### config.mk
export PLATFORM = sky130hd
export DESIGN_NAME = param_stream_sink_flat
export DESIGN_NICKNAME = d
export VERILOG_FILES = /design/src/rtl/param_stream_sink_if.sv /design/src/rtl/param_stream_sink.sv /design/src/flat_wrapper.sv
export SDC_FILE = /design/constraint.sdc
export NUM_CORES = 1
export LEC_CHECK = 0
export ABC_AREA = 1
export CAP_MARGIN = 20
export CORE_MARGIN = 8
export CORE_UTILIZATION = 52
export CTS_CLUSTER_SIZE = 12
export DETAILED_ROUTE_END_ITERATION = 7
export PLACE_DENSITY = 0.71
export RECOVER_POWER = 50
export SLEW_MARGIN = 40
export SYNTH_ARGS = -nofsm -noshare
export SYNTH_HDL_FRONTEND = slang
export SYNTH_SLANG_ARGS = --single-unit
export TNS_END_PERCENT = 50
### constraint.sdc
create_clock -name clk -period 2.05 [get_ports clk]
set_input_delay 0.3075 -clock clk [delete_from_list [all_inputs] [get_ports clk]]
set_output_delay 0.3075 -clock clk [all_outputs]
set_load 0.01 [all_outputs]
### src/rtl/param_stream_sink_if.sv
// param_stream_sink_if
//    Bundles the streaming write side, load status and read port of
//    param_stream_sink into one interface.
//    Optional feature macro: PARAM_SINK_CHECKSUM_EN adds the 32-bit checksum signal.
//
//    Signals:
//       data_in        beat lanes, PARALLELISM_DIM_0 x PRECISION_0
//       data_in_valid  beat present (master -> slave)
//       data_in_ready  sink accepts a beat (slave -> master)
//       restart        single-cycle request to reload the tensor
//       loaded         full tensor stored
//       beat_count     beats accepted in the current load
//       rd_addr        read beat index
//       rd_ce          read clock enable
//       rd_q           packed read data, lane j at [PRECISION_0*j +: PRECISION_0]
//       checksum       (PARAM_SINK_CHECKSUM_EN only) wrap-around sum of counted lanes
//
//    Modports: master drives the stream and the read request; slave is the sink.
interface param_stream_sink_if #(
   parameter int PRECISION_0       = 16,
   parameter int PARALLELISM_DIM_0 = 1,
   parameter int AWIDTH            = 6
);
   logic [PRECISION_0-1:0]                   data_in [PARALLELISM_DIM_0];
   logic                                     data_in_valid;
   logic                                     data_in_ready;
   logic                                     restart;
   logic                                     loaded;
   logic [AWIDTH-1:0]                        beat_count;
   logic [AWIDTH-1:0]                        rd_addr;
   logic                                     rd_ce;
   logic [PRECISION_0*PARALLELISM_DIM_0-1:0] rd_q;
`ifdef PARAM_SINK_CHECKSUM_EN
   logic [31:0]                              checksum;

   modport master (
      output data_in, data_in_valid, restart, rd_addr, rd_ce,
      input  data_in_ready, loaded, beat_count, rd_q, checksum
   );

   modport slave (
      input  data_in, data_in_valid, restart, rd_addr, rd_ce,
      output data_in_ready, loaded, beat_count, rd_q, checksum
   );
`else
   modport master (
      output data_in, data_in_valid, restart, rd_addr, rd_ce,
      input  data_in_ready, loaded, beat_count, rd_q
   );

   modport slave (
      input  data_in, data_in_valid, restart, rd_addr, rd_ce,
      output data_in_ready, loaded, beat_count, rd_q
   );
`endif
endinterface

### src/rtl/param_stream_sink.sv
// param_stream_sink
//    Collects one tensor row, streamed as DEPTH beats of PARALLELISM_DIM_0 lanes,
//    into an inferred block RAM and exposes it through a 2-cycle-latency read port.
//    A two-state FSM (FILL / LOADED) gates the stream; restart reloads the
//    tensor without clearing the RAM.
//    Optional feature macro: PARAM_SINK_CHECKSUM_EN adds bus.checksum, the
//    wrap-around sum of every counted lane of the current load.
//
//    Ports:
//       clk   clock, rising edge
//       rst   synchronous, active-high reset (RAM contents are kept)
//       bus   param_stream_sink_if.slave -- stream input, load status, read port
module param_stream_sink #(
   parameter int  PRECISION_0       = 16,
   parameter int  TENSOR_SIZE_DIM_0 = 32,
   parameter int  PARALLELISM_DIM_0 = 1,
   parameter int  DEPTH             = TENSOR_SIZE_DIM_0 / PARALLELISM_DIM_0,
   localparam int AWIDTH            = $clog2(DEPTH) + 1
) (
   input  logic               clk,
   input  logic               rst,
   param_stream_sink_if.slave bus
);

   localparam int WORD_W = PRECISION_0 * PARALLELISM_DIM_0;
   // RAM index width; beat_count/rd_addr carry one extra bit so they can hold DEPTH.
   localparam int IDX_W  = (DEPTH > 1) ? $clog2(DEPTH) : 1;

   typedef enum logic {
      FILL   = 1'b0,
      LOADED = 1'b1
   } state_t;

   state_t              state_reg, state_next;
   logic [AWIDTH-1:0]   beat_count_reg, beat_count_next;
   logic                data_in_ready;
   logic                wr_en;
   logic                count_en;
   logic [WORD_W-1:0]   wr_word;
   logic [IDX_W-1:0]    wr_idx;
   logic [IDX_W-1:0]    rd_idx;

   logic [WORD_W-1:0]   mem [DEPTH];
   logic [WORD_W-1:0]   rd_s1_reg;
   logic [WORD_W-1:0]   rd_q_reg;

   // Ready is a decode of the state register only, so valid never reaches ready.
   assign data_in_ready = (state_reg == FILL);

   // A beat arriving together with restart still lands in RAM, it just is not
   // counted. Reset wins over everything, including the RAM write.
   assign wr_en    = bus.data_in_valid && data_in_ready && !rst;
   assign count_en = wr_en && !bus.restart;

   assign wr_idx = beat_count_reg[IDX_W-1:0];
   // Out-of-range addresses alias into the array; the result is don't-care.
   assign rd_idx = bus.rd_addr[IDX_W-1:0];

   generate
      for (genvar gi = 0; gi < PARALLELISM_DIM_0; gi++) begin : g_pack
         assign wr_word[gi*PRECISION_0 +: PRECISION_0] = bus.data_in[gi];
      end
   endgenerate

   // ---------------------------------------------------------------- FSM
   always_ff @(posedge clk) begin
      if (rst) begin
         state_reg      <= FILL;
         beat_count_reg <= '0;
      end else begin
         state_reg      <= state_next;
         beat_count_reg <= beat_count_next;
      end
   end

   always_comb begin
      state_next      = state_reg;
      beat_count_next = beat_count_reg;
      if (bus.restart) begin
         state_next      = FILL;
         beat_count_next = '0;
      end else if (count_en) begin
         // Last beat parks the counter at DEPTH while LOADED.
         beat_count_next = beat_count_reg + 1'b1;
         if (beat_count_reg == AWIDTH'(DEPTH - 1)) begin
            state_next = LOADED;
         end
      end
   end

   // ---------------------------------------------------------------- RAM
   // Write and read share the edge; the read sees the pre-write contents.
   always_ff @(posedge clk) begin
      if (wr_en) begin
         mem[wr_idx] <= wr_word;
      end
   end

   // Two-stage read pipeline; both stages advance only with rd_ce.
   always_ff @(posedge clk) begin
      if (rst) begin
         rd_s1_reg <= '0;
         rd_q_reg  <= '0;
      end else if (bus.rd_ce) begin
         rd_s1_reg <= mem[rd_idx];
         rd_q_reg  <= rd_s1_reg;
      end
   end

   assign bus.data_in_ready = data_in_ready;
   assign bus.loaded        = (state_reg == LOADED);
   assign bus.beat_count    = beat_count_reg;
   assign bus.rd_q          = rd_q_reg;

`ifdef PARAM_SINK_CHECKSUM_EN
   // ---------------------------------------------------------------- checksum
   logic [31:0] checksum_reg;
   logic [31:0] lane_sum;

   always_comb begin
      lane_sum = '0;
      for (int j = 0; j < PARALLELISM_DIM_0; j++) begin
         lane_sum = lane_sum + 32'(bus.data_in[j]);
      end
   end

   // Only counted beats contribute, so the value is naturally frozen in LOADED.
   always_ff @(posedge clk) begin
      if (rst || bus.restart) begin
         checksum_reg <= '0;
      end else if (count_en) begin
         checksum_reg <= checksum_reg + lane_sum;
      end
   end

   assign bus.checksum = checksum_reg;
`endif

endmodule

### src/flat_wrapper.sv
// flat-port wrapper written by rule: the top's interface ports become plain ports
module param_stream_sink_flat 
#(
   parameter int  PRECISION_0       = 16,
   parameter int  TENSOR_SIZE_DIM_0 = 32,
   parameter int  PARALLELISM_DIM_0 = 1,
   parameter int  DEPTH             = TENSOR_SIZE_DIM_0 / PARALLELISM_DIM_0,
   localparam int AWIDTH            = $clog2(DEPTH) + 1
)
  (clk, rst, bus_data_in, bus_data_in_valid, bus_restart, bus_rd_addr, bus_rd_ce, bus_data_in_ready, bus_loaded, bus_beat_count, bus_rd_q);
  param_stream_sink_if #(.PRECISION_0(PRECISION_0), .PARALLELISM_DIM_0(PARALLELISM_DIM_0), .AWIDTH(($clog2(DEPTH) + 1))) bus_i ();
  input  logic clk;
  input  logic rst;
  input wire logic [$bits(bus_i.data_in)-1:0] bus_data_in;
  input wire logic [$bits(bus_i.data_in_valid)-1:0] bus_data_in_valid;
  input wire logic [$bits(bus_i.restart)-1:0] bus_restart;
  input wire logic [$bits(bus_i.rd_addr)-1:0] bus_rd_addr;
  input wire logic [$bits(bus_i.rd_ce)-1:0] bus_rd_ce;
  output wire logic [$bits(bus_i.data_in_ready)-1:0] bus_data_in_ready;
  output wire logic [$bits(bus_i.loaded)-1:0] bus_loaded;
  output wire logic [$bits(bus_i.beat_count)-1:0] bus_beat_count;
  output wire logic [$bits(bus_i.rd_q)-1:0] bus_rd_q;
  assign bus_i.data_in = {>>{bus_data_in}};
  assign bus_i.data_in_valid = bus_data_in_valid;
  assign bus_i.restart = bus_restart;
  assign bus_i.rd_addr = bus_rd_addr;
  assign bus_i.rd_ce = bus_rd_ce;
  assign bus_data_in_ready = bus_i.data_in_ready;
  assign bus_loaded = bus_i.loaded;
  assign bus_beat_count = bus_i.beat_count;
  assign bus_rd_q = bus_i.rd_q;
  param_stream_sink #(.PRECISION_0(PRECISION_0), .TENSOR_SIZE_DIM_0(TENSOR_SIZE_DIM_0), .PARALLELISM_DIM_0(PARALLELISM_DIM_0), .DEPTH(DEPTH)) u_core (.clk(clk), .rst(rst), .bus(bus_i));
endmodule
# Word level (Yosys, flattened, before mapping)
# Memories as Yosys holds them, arrays and structs flattened. A register that Yosys moved wholly into a read port is not among the register bits.
# Cells that the tools add are included.
[op_classes]
add_sub_neg = 1
n_eq_ne = 1
n_mux = 2
bitwise_logic = 1
reduce_logical = 7
[ops]
columns = ["operator", "count"]
rows = [
  ["$add A6 B1 Y6 const B", 1],
  ["$eq A6 B5 Y1 const B", 1],
  ["$logic_and A1 B1 Y1", 3],
  ["$logic_not A1 Y1", 2],
  ["$mux W1", 2],
  ["$reduce_and A2 Y1", 1],
  ["$reduce_or A2 Y1", 1],
  ["$not A1 Y1", 1],
]
[totals]
register_bits = 23
ramBits = 512
out_inout_bits = 24
word_cells = 16
n_memories = 1
[memory_table]
columns = ["memory", "depth", "word_bits", "read_ports", "rd_clocked_by_memory_dff", "write_ports", "line", "source"]
rows = [
  ["u_core.mem", 32, 16, 1, 1, 1, "param_stream_sink.sv:43", "logic [WORD_W-1:0] mem [DEPTH];"],
]

# Longest topological paths before layout
# Gate-level depths: netlist of run 1.
[depth]
word_depth = 5
ltp_mapped = 12
ltp_nobuf = 9

# Least setup slack after synthesis of run 1
# Ideal clock, no wire load.
[synth_timing]
path_kind = "flip-flop to flip-flop"
start = "register u_core.state_reg (netlist: u_core.bus.loaded)"
end = "memory u_core.mem[11][0] (netlist bit), enable pin"
t_arrival_ps = 1664
path_slack_ps = -3
stages_incl_launch_ff = 7
path_cell_list = "dfxtp_1 -> inv_1 -> nand3_1 -> inv_1 -> nand2_1 -> buf_2 -> nor2_1"
[synth_between]
elab_chain_len = 5
[synth_lines]
columns = ["element", "line", "source"]
rows = [
  ["start, declared", "param_stream_sink.sv:34", "state_t state_reg, state_next;"],
  ["start signal, assigned", "param_stream_sink.sv:71", "state_reg <= state_next;"],
  ["$not A1 Y1", "param_stream_sink.sv:48", "assign data_in_ready = (state_reg == FILL);"],
  ["via bus_data_in_ready", "flat_wrapper.sv:19", "output wire logic [$bits(bus_i.data_in_ready)-1:0] bus_data_in_ready;"],
  ["$logic_and A1 B1 Y1 (2 in series)", "param_stream_sink.sv:52", "assign wr_en = bus.data_in_valid && data_in_ready && !rst;"],
  ["$mux W1", "param_stream_sink.sv:94", "if (wr_en) begin"],
  ["$mux W1 (not written as such)", "param_stream_sink.sv:95", "mem[wr_idx] <= wr_word;"],
  ["end, declared", "param_stream_sink.sv:43", ""],
]
# The timed path passes the listed nets, and every way through them passes these cells.

# Worst setup path after layout of run 1
[layout_timing]
start = "register u_core.beat_count_reg[2] (netlist: u_core.bus.beat_count[2])"
end = "output port bus_beat_count[2]"
[layout_rtl]
columns = ["element", "line", "source"]
rows = [
  ["start, declared", "param_stream_sink.sv:35", "logic [AWIDTH-1:0] beat_count_reg, beat_count_next;"],
  ["start signal, assigned", "param_stream_sink.sv:72", "beat_count_reg <= beat_count_next;"],
  ["end, declared", "flat_wrapper.sv:21", "output wire logic [$bits(bus_i.beat_count)-1:0] bus_beat_count;"],
]
# No word-level cell between the ends.

==> impl_results.md, run 1 <==
* Status: finished, violations left
* Failing checks: max-capacitance violations, max-slew violations
* Final Skew at 0.02628 ns
* CP arrival at 1.67 ns
* Final setup margin at 0.07348 ns
* Sequential power share at 53.4%
* Total GRT Usage at 21.37%
* Row cnt at 75
* Placed cell areas at 23700 um^2
* WP data required at 1.74 ns
* FMAX at 0.5059 GHz
* Pwr Total at 23170 uW
* Clock network power share at 40.2%
* Gate power share at 6.4%
* Vias in the first global route at 14000
* Total Wirelength at 53.20 mm
* Min-delay worst type: input port to register
* Clock sinks at 551
* Setup bufs post-CTS at 0
* Post-route DRC at 0
* Final Util at 60.12%
* Vias at 14560
* YS warnings at 0
* Layout cells sized above 1 at 8.661%
* Pre-CTS WS at -0.006252 ns
* Ports at 51
* Die Width at 222.8 um
* Switch Pwr at 5031 uW
* Syn-to-layout area delta at 13.66%
* Pin count of the biggest net entering global routing at 79
* Cell Area, Synth at 22240 um^2
* Drt initial violations at 1666
* Crit path max fanout at 5
* Final setup vio count at 0
* H-tree Lvls at 2
* Antenna-violating nets left at 0
* Internal Pwr Total at 18140 uW
* CORE AREA at 42040 um^2
* Ys flop type: edfxtp_1
* CP Capture Type: output port
* Vias per inst at 5.663
* Mean area per synthesized cell at 11.64 um^2
* Die area at 49640 um^2
* Fin nets at 2026
* Leakage power at 0.009238 uW
* Hpwl dp at 31.82 mm
* Power Density at 916.9 nW/um^2
* Die H at 222.8 um
* Fin crit share at 96.42%
* Register area share after synthesis at 72.65%
* Unrepaired setup endpoints after global routing: false
* Cts bufs inserted at 55
* Top cell type's share of synthesized area at 69.14%
* Area leader, netlist: edfxtp_1
* GRT overflow at 0
* Slew Viols, Final at 33
* Yosys reg bits at 551
* Initial core utilization at 52.90%
* Switching part of the total at 21.71%
* Setup crit start kind: register
* Ys async rst share at 0%
* Post-Synthesis Cells at 1910
* RePlAce Congestion at 0.8605
* Largest register FFs at 512
* Max-Cap Viols at 1
* Slew @ Worst Pin at 1.708 ns
* Setup Crit Path Kind: register to output port
* Most area-consuming cells after synthesis: edfxtp_1 69%, nand2_1 11%, nand3_1 9.5%
* TritonRoute pass-1 iters at 5
* Cell variety after synth at 23
* Worst skew pair latency at 0.61 ns
* VDD IR max at 0.8222 mV
* CTS root buffer: clkbuf_16
* Initial antenna violation count at 2
* Final hold vios at 0
* Post-route cell area at 25270 um^2
* Post-synth EDFFs at 512
* Max clock buf depth at 3
* TritonCTS clock tree: built
* Clk slew on worst S/H paths at 0.06 ns
* Syn nets at 1941
* Slew margin rel. at -13.86%
* Number of port buffers at 49
* First-pass GRT wire length at 81.32 mm
* Fin crit period at 1.977 ns
* ANT cells at 0
* Post-DR wirelength/cell at 20.69 um
[area by class of cell]
class	count	area, um^2
multi-input cells	1223	5260
repair buffers	146	1453
clock inverters	13	127.6
well taps	539	674.4
fillers	3274	16770
clock buffers	81	1525
flip-flops and latches	551	16160
inverters	18	73.82
[path summary, 6_finish.rpt]
kind | from | end | slack, ns | cells past startpoint
worst max-delay path | u_core.bus.beat_count[2] | bus_beat_count[2] | 0.07 | 2
worst max register to register | u_core.bus.loaded | u_core.mem[15][11] | 0.12 | 7
worst min-delay path | rst | u_core.bus.beat_count[2] | 0.43 | 4
worst min register to register | u_core.rd_s1_reg[0] | u_core.bus.rd_q[0] | 0.49 | 2
[placed cells by master, fill, tap and decap left out, types with 3 or more instances in the layout]
cell             synthesis  layout
clkbuf_8                 0       4
edfxtp_1               512     512
nand2_1                665     665
buf_12                   1      23
a21oi_2                  7       5
dlygate4sd3_1            0      17
nor2_1                  70      69
inv_1                   16      15
nor3_1                   3       3
clkbuf_1                25      25
clkinv_2                 0       4
clkbuf_16                0      56
buf_4                   22      55
dfxtp_1                 39      37
clkbuf_2                 0      16
nand3_1                422     422
a21oi_1                 13      15
o21ai_0                 36      36
clkinv_1                 0       4
clkdlybuf4s50_1          0      27
ha_1                     4       4
[cells in the mapped netlist, drive strengths merged (3+ instances only)]
library cell	n
a21oi	20
buf	93
clkbuf	25
dfxtp	39
edfxtp	512
ha	4
inv	17
nand2	665
nand3	422
nor2	70
nor3	3
o21ai	36
[kinds of logic (layout without fill, tap and decap cells)]
logic type,count (synthesis),count (layout),synth area share (%)
simple gates,1161,1161,22.00
buf+inv,136,258,3.674
flops,551,551,72.65
xor+xnor,1,1,0.03939
compound gates,57,57,1.412
fa+ha+maj,4,4,0.2251
[worst max-delay path: stages (launching register included)]
cell	delay, ns
dfxtp_4	0.39
buf_4	0.13
clkdlybuf4s50_1	0.54
[routing by layer]
layer  vias to the layer above  global-route usage (%)  share of wire, %
li1                       6833                       -                 -
met1                      6977                   29.15                42
met2                       663                   33.80                46
met3                        84                   3.701               9.1
met4                         2                   8.815               3.3
met5                         -                       0             0.026
[what timing repair did]
action                     in CTS  in global routing
setup endpoints to repair       2                  2
hold buffers                    0                  0
resized for setup               3                  2
[metrics by stage]
stage	hold slack (ns)	std cells	TNS (ns)
floorplan	0.4064	1910	-0.3196
global placement	0.4726	2477	0
detailed placement	0.4772	2477	-0.06783
CTS	0.3923	2571	0
global route	0.4666	2571	0
finish	0.4288	2571	0
[power groups by stage]
| stage | clock (uW) | combinational [uW] | sequential, uW |
|---|---|---|---|
| after floorplan | 0 | 825 | 12600 |
| after global placement | 0 | 1450 | 12600 |
| after detailed placement | 0 | 1480 | 12600 |
| after CTS | 9450 | 1490 | 12400 |
| after global routing | 9860 | 1610 | 12400 |
| final | 9320 | 1470 | 12400 |
(Power assumes the default switching activity.)
==> run 2: changes to the inputs <==
--- a/config.mk
+++ b/config.mk
@@ -7,11 +7,13 @@
 export LEC_CHECK = 0
 export ABC_AREA = 1
 export CAP_MARGIN = 20
+export CELL_PAD_IN_SITES_DETAIL_PLACEMENT = 1
+export CELL_PAD_IN_SITES_GLOBAL_PLACEMENT = 2
 export CORE_MARGIN = 8
-export CORE_UTILIZATION = 52
+export CORE_UTILIZATION = 38
 export CTS_CLUSTER_SIZE = 12
 export DETAILED_ROUTE_END_ITERATION = 7
-export PLACE_DENSITY = 0.71
+export PLACE_DENSITY_LB_ADDON = 0.1
 export RECOVER_POWER = 50
 export SLEW_MARGIN = 40
 export SYNTH_ARGS = -nofsm -noshare
==> run 2 against run 1 <==
Effect of this change:
- the flow still finishes with violations (max-capacitance violations, max-slew violations)
- non-clock buffer count is 15 higher
- combinational power increased by 9.5%
- wire length up 21%
- critical path depth is 1 lower
- critical endpoint is now bus_beat_count[3]
==> impl_results.md, run 2 (synthesis results as in run 1) <==
* Die Width at 257.9 um
* Crit path launch: u_core.bus.beat_count[3]
* Post-DR wirelength/cell at 22.81 um
* Commonest non-fill, non-tap cell in the layout: nand2_1
* FMAX at 0.5188 GHz
* Dpl cells at 2718
* Internal Pwr Total at 18990 uW
* Fin crit share at 94.03%
* Final Skew at 0.02304 ns
* Switching part of the total at 22.43%
* Most frequent cells in the layout: 665 x nand2_1, 512 x edfxtp_1, 422 x nand3_1, 61 x clkbuf_16, 57 x nor2_1
* Layout cells sized above 1 at 10.80%
* Leakage power at 0.009548 uW
* Clock network power share at 42.8%
* Critical Path End: bus_beat_count[3]
* CTS root buffer: clkbuf_16
* Total GRT Usage at 19.27%
* Final setup vio count at 0
* Pwr Total at 24480 uW
* GRT overflow at 0
* FF-to-FF path depth at 5
* Worst R2R Start: u_core.bus.beat_count[4]
* H-tree Lvls at 2
* Final hold vios at 0
* Worst Path Buf+Inv at 1
* FF-to-FF setup slack at 0.36 ns
* Sequential power share at 50.6%
* Cell Count, Final, Fillers Out at 2831
* Vias in the first global route at 15330
* Clock sinks at 551
* Setup Crit Path Kind: register to output port
* Fin nets at 2046
* Hold Worst Slack at 0.1811 ns
* Slew Viols, Final at 33
* Ports at 51
* Max clock buf depth at 3
* Syn-to-layout area delta at 18.42%
* Initial core utilization at 38.47%
* VDD IR max at 0.6551 mV
* TritonRoute pass-1 iters at 5
* Fin crit period at 1.928 ns
* Failing checks: max-capacitance violations, max-slew violations
* Initial antenna violation count at 2
* CP arrival at 1.62 ns
* Gate power share at 6.6%
* Clk slew on worst S/H paths at 0.06 ns
* Worst skew pair latency at 0.61 ns
* Pre-CTS WS at -0.04181 ns
* Drt initial violations at 912
* Unrepaired setup endpoints after global routing: false
* CP Capture Type: output port
* Vias per inst at 5.158
* Crit path max fanout at 6
* Hpwl dp at 39.77 mm
* Number of port buffers at 49
* Worst path slowest cell: clkdlybuf4s50_1
* Max-Cap Viols at 1
* CORE AREA at 57810 um^2
* Cts bufs inserted at 60
* Cts hold-fix bufs at 0
* Switch Pwr at 5491 uW
* Setup crit start kind: register
* WP depth at 1
* Row cnt at 88
* Setup bufs post-CTS at 0
* Antenna-violating nets left at 0
* Post-route DRC at 0
* Min-delay worst type: input port to register
* Final setup margin at 0.1223 ns
* First-pass GRT wire length at 96.66 mm
* Vias at 14600
* Total Wirelength at 64.59 mm
* Pin count of the biggest net entering global routing at 66
* CP cell instances: clkdlybuf4s50_1
* CP top delay family: buffers and inverters
* Cts repair resizes at 1
* Largest register FFs at 512
* RePlAce Congestion at 0.7818
* Slew @ Worst Pin at 1.583 ns
* Slew margin rel. at -5.535%
* Die area at 66520 um^2
* CP peak stage delay at 0.57 ns
* Status: finished, violations left
* TritonCTS clock tree: built
* RR Endpoint: u_core.mem[29][8]
* Fillers at 6052
* Power Density at 929.7 nW/um^2
* Die H at 257.9 um
* WP data required at 1.74 ns
-- run 2: worst min-delay path, cell delays in order --
cell,delay (ns)
buf_2,0.20
o21ai_0,0.19
nor2_1,0.05
-- run 2: layout make-up --
class	count	area (um^2)	share of cell area (%)
Antenna cell	1	2.502	0.009503
Inverter	18	77.57	0.2946
Tap cell	765	957.2	3.635
Timing Repair Buffer	161	1933	7.341
Clock buffer	85	1677	6.367
Sequential cell	551	16160	61.36
Multi-Input combinational cell	1223	5298	20.12
Clock inverter	27	231.5	0.8790
-- run 2: worst min path at each step --
stage                                     from             endpoint  cells past startpoint
after floorplan                 bus_data_in[0]     u_core.mem[0][0]                      0
after global placement    u_core.rd_s1_reg[14]  u_core.bus.rd_q[14]                      2
after detailed placement  u_core.rd_s1_reg[14]  u_core.bus.rd_q[14]                      2
after CTS                            bus_rd_ce   u_core.bus.rd_q[2]                      3
after global routing                 bus_rd_ce   u_core.bus.rd_q[2]                      3
final                                bus_rd_ce   u_core.bus.rd_q[3]                      3
-- run 2: power groups by stage --
stage	Combinational, uW	Sequential, uW	Clock (uW)
after floorplan	825	12600	0
after global placement	1670	12600	0
after detailed placement	1690	12600	0
after CTS	1700	12400	10700
after global routing	1780	12400	11100
final	1610	12400	10500
-- run 2: routing by layer --
| layer | global-route usage [%] | vias to the layer above | routed length [um] |
|---|---|---|---|
| met4 | 5.265 | 0 | 1518 |
| met2 | 33.46 | 221 | 32240 |
| met1 | 25.29 | 7397 | 28760 |
| met5 | 0 | - | 0 |
| met3 | 2.467 | 96 | 2062 |
| li1 | - | 6889 | - |
-- run 2: metrics by stage --
| step | instance area (um^2) | utilization, % | TNS, ns |
|---|---|---|---|
| after floorplan | 22240 | - | -0.3196 |
| after global placement | 24550 | 42.47 | -0.1200 |
| after detailed placement | 24550 | 42.47 | -0.5300 |
| after CTS | 26460 | 45.77 | 0 |
| after global routing | 26330 | 45.55 | 0 |
| final | 26330 | 45.55 | 0 |
==> run 3: changes to the inputs <==
--- a/config.mk
+++ b/config.mk
@@ -11,6 +11,7 @@
 export CELL_PAD_IN_SITES_GLOBAL_PLACEMENT = 2
 export CORE_MARGIN = 8
 export CORE_UTILIZATION = 38
+export CTS_CLUSTER_DIAMETER = 200
 export CTS_CLUSTER_SIZE = 12
 export DETAILED_ROUTE_END_ITERATION = 7
 export PLACE_DENSITY_LB_ADDON = 0.1
==> run 3 against run 2 <==
Effect of this change:
- the run still ends with max-capacitance violations, max-slew violations left
- cell count down 1.2%
- maximum frequency up 0.59%
- clock power down 19%
- via count down 0.86%
- critical path depth unchanged
- combinational power about the same
- largest cell class unchanged
==> impl_results.md, run 3 (synthesis results as in run 1) <==
* Status: finished, violations left
* Failing checks: max-capacitance violations, max-slew violations
* Post-route DRC at 0
* GRT overflow at 0
* CP arrival at 1.61 ns
* TritonRoute pass-1 iters at 5
* Antenna-violating nets left at 0
* Fin crit period at 1.916 ns
* Final setup vio count at 0
* Switching part of the total at 22.90%
* TritonCTS clock tree: built
* Clk slew on worst S/H paths at 0.07 ns
* Vias at 14480
* Commonest non-fill, non-tap cell in the layout: nand2_1
* Row cnt at 88
* Setup bufs post-CTS at 0
* Initial core utilization at 38.47%
* Gate power share at 7.2%
* VDD IR max at 0.6744 mV
* Total GRT Usage at 19.33%
* Setup Crit Path Kind: register to output port
* Final Skew at 0.03433 ns
* Vias in the first global route at 15250
* CP peak stage delay at 0.57 ns
* CP Capture Type: output port
* Multi-input logic area at 5298 um^2
* CORE AREA at 57810 um^2
* Die H at 257.9 um
* Die Width at 257.9 um
* Initial antenna violation count at 2
* Cell Count, Final, Fillers Out at 2797
* Internal Pwr Total at 17390 uW
* Number of port buffers at 49
* Register area at 16160 um^2
* H-tree Lvls at 2
* Min-delay worst type: input port to register
* FMAX at 0.5218 GHz
* Leakage power at 0.009277 uW
* Ports at 51
* Fin crit share at 93.48%
* Clock sinks at 551
* Dpl cells at 2718
* Slew Viols, Final at 33
* Pwr Total at 22550 uW
* Setup crit start kind: register
* Slew margin rel. at -4.951%
* Crit path max fanout at 6
* Power Density at 873.4 nW/um^2
* Worst path slowest cell: clkdlybuf4s50_1
* Unrepaired setup endpoints after global routing: false
* Worst skew pair latency at 0.61 ns
* Slew @ Worst Pin at 1.574 ns
* Largest register FFs at 512
* First-pass GRT wire length at 96.86 mm
* RePlAce Congestion at 0.7818
* Most frequent cells in the layout: 665 x nand2_1, 512 x edfxtp_1, 422 x nand3_1, 57 x nor2_1, 52 x buf_12
* Vias per inst at 5.176
* Clock network power share at 37.9%
* Layout cells sized above 1 at 9.409%
* Post-DR wirelength/cell at 23.05 um
* Hold Worst Slack at 0.1916 ns
* Fin nets at 2037
* Cts bufs inserted at 51
* Switch Pwr at 5163 uW
* Die area at 66520 um^2
* Drt initial violations at 984
* Final hold vios at 0
* Fillers at 6080
* Max-Cap Viols at 1
* CTS root buffer: clkbuf_16
* Sequential power share at 54.9%
* CP cell instances: clkdlybuf4s50_1
* Max clock buf depth at 3
* CP top delay family: buffers and inverters
* Hpwl dp at 39.77 mm
* WP data required at 1.74 ns
* Syn-to-layout area delta at 16.09%
* Total Wirelength at 64.47 mm
* Pin count of the biggest net entering global routing at 66
* Worst Path Buf+Inv at 1
* Final Util at 44.66%
-- run 3: worst paths after layout --
| check | from | to | slack (ns) | cells past startpoint |
|---|---|---|---|---|
| min reg2reg | u_core.rd_s1_reg[10] | u_core.bus.rd_q[10] | 0.49 | 2 |
| max | u_core.bus.beat_count[3] | bus_beat_count[3] | 0.13 | 1 |
| max reg2reg | u_core.bus.beat_count[4] | u_core.mem[29][8] | 0.33 | 5 |
| min | bus_rd_ce | u_core.bus.rd_q[3] | 0.19 | 3 |
-- run 3: power by group through the flow --
stage | clock, uW | combinational [uW] | sequential, uW
final | 8550 | 1610 | 12400
after global routing | 9200 | 1780 | 12400
after CTS | 8820 | 1700 | 12400
after detailed placement | 0 | 1690 | 12600
after global placement | 0 | 1670 | 12600
after floorplan | 0 | 825 | 12600
-- run 3: what timing repair did --
| action | 4_1_cts | 5_1_grt |
|---|---|---|
| endpoints found under the setup margin | 1 | 0 |
| gates resized for setup | 1 | 0 |
| hold buffers | 0 | 0 |
-- run 3: metal layers --
| layer | global-route usage [%] | wire length, um | vias to the layer above |
|---|---|---|---|
| met5 | 0 | 0 | - |
| li1 | - | - | 6841 |
| met1 | 25.60 | 29040 | 7382 |
| met4 | 4.937 | 1392 | 0 |
| met3 | 2.302 | 1890 | 76 |
| met2 | 33.60 | 32150 | 179 |
-- run 3: stage by stage --
stage,cell area (um^2),setup WS (ns),setup TNS (ns)
floorplan,22240,-0.002854,-0.3196
global placement,24550,-0.007778,-0.1200
detailed placement,24550,-0.04181,-0.5300
CTS,25940,0.07608,0
global route,25810,0.09664,0
finish,25820,0.1336,0
-- run 3: worst register-to-register path, delay by kind of cell, from the launching register on --
family | cells | cell delay, ns
buffers and inverters | 3 | 0.54
flip-flops | 1 | 0.43
AND/OR/NAND/NOR | 2 | 0.47
-- run 3: layout make-up --
cell class | count | area share (%)
diodes | 2 | 0.01939
clock buffers | 74 | 5.278
inverters | 18 | 0.3005
clock inverters | 3 | 0.1018
well taps | 765 | 3.708
repair buffers | 161 | 7.488
flip-flops and latches | 551 | 62.58
multi-input cells | 1223 | 20.52
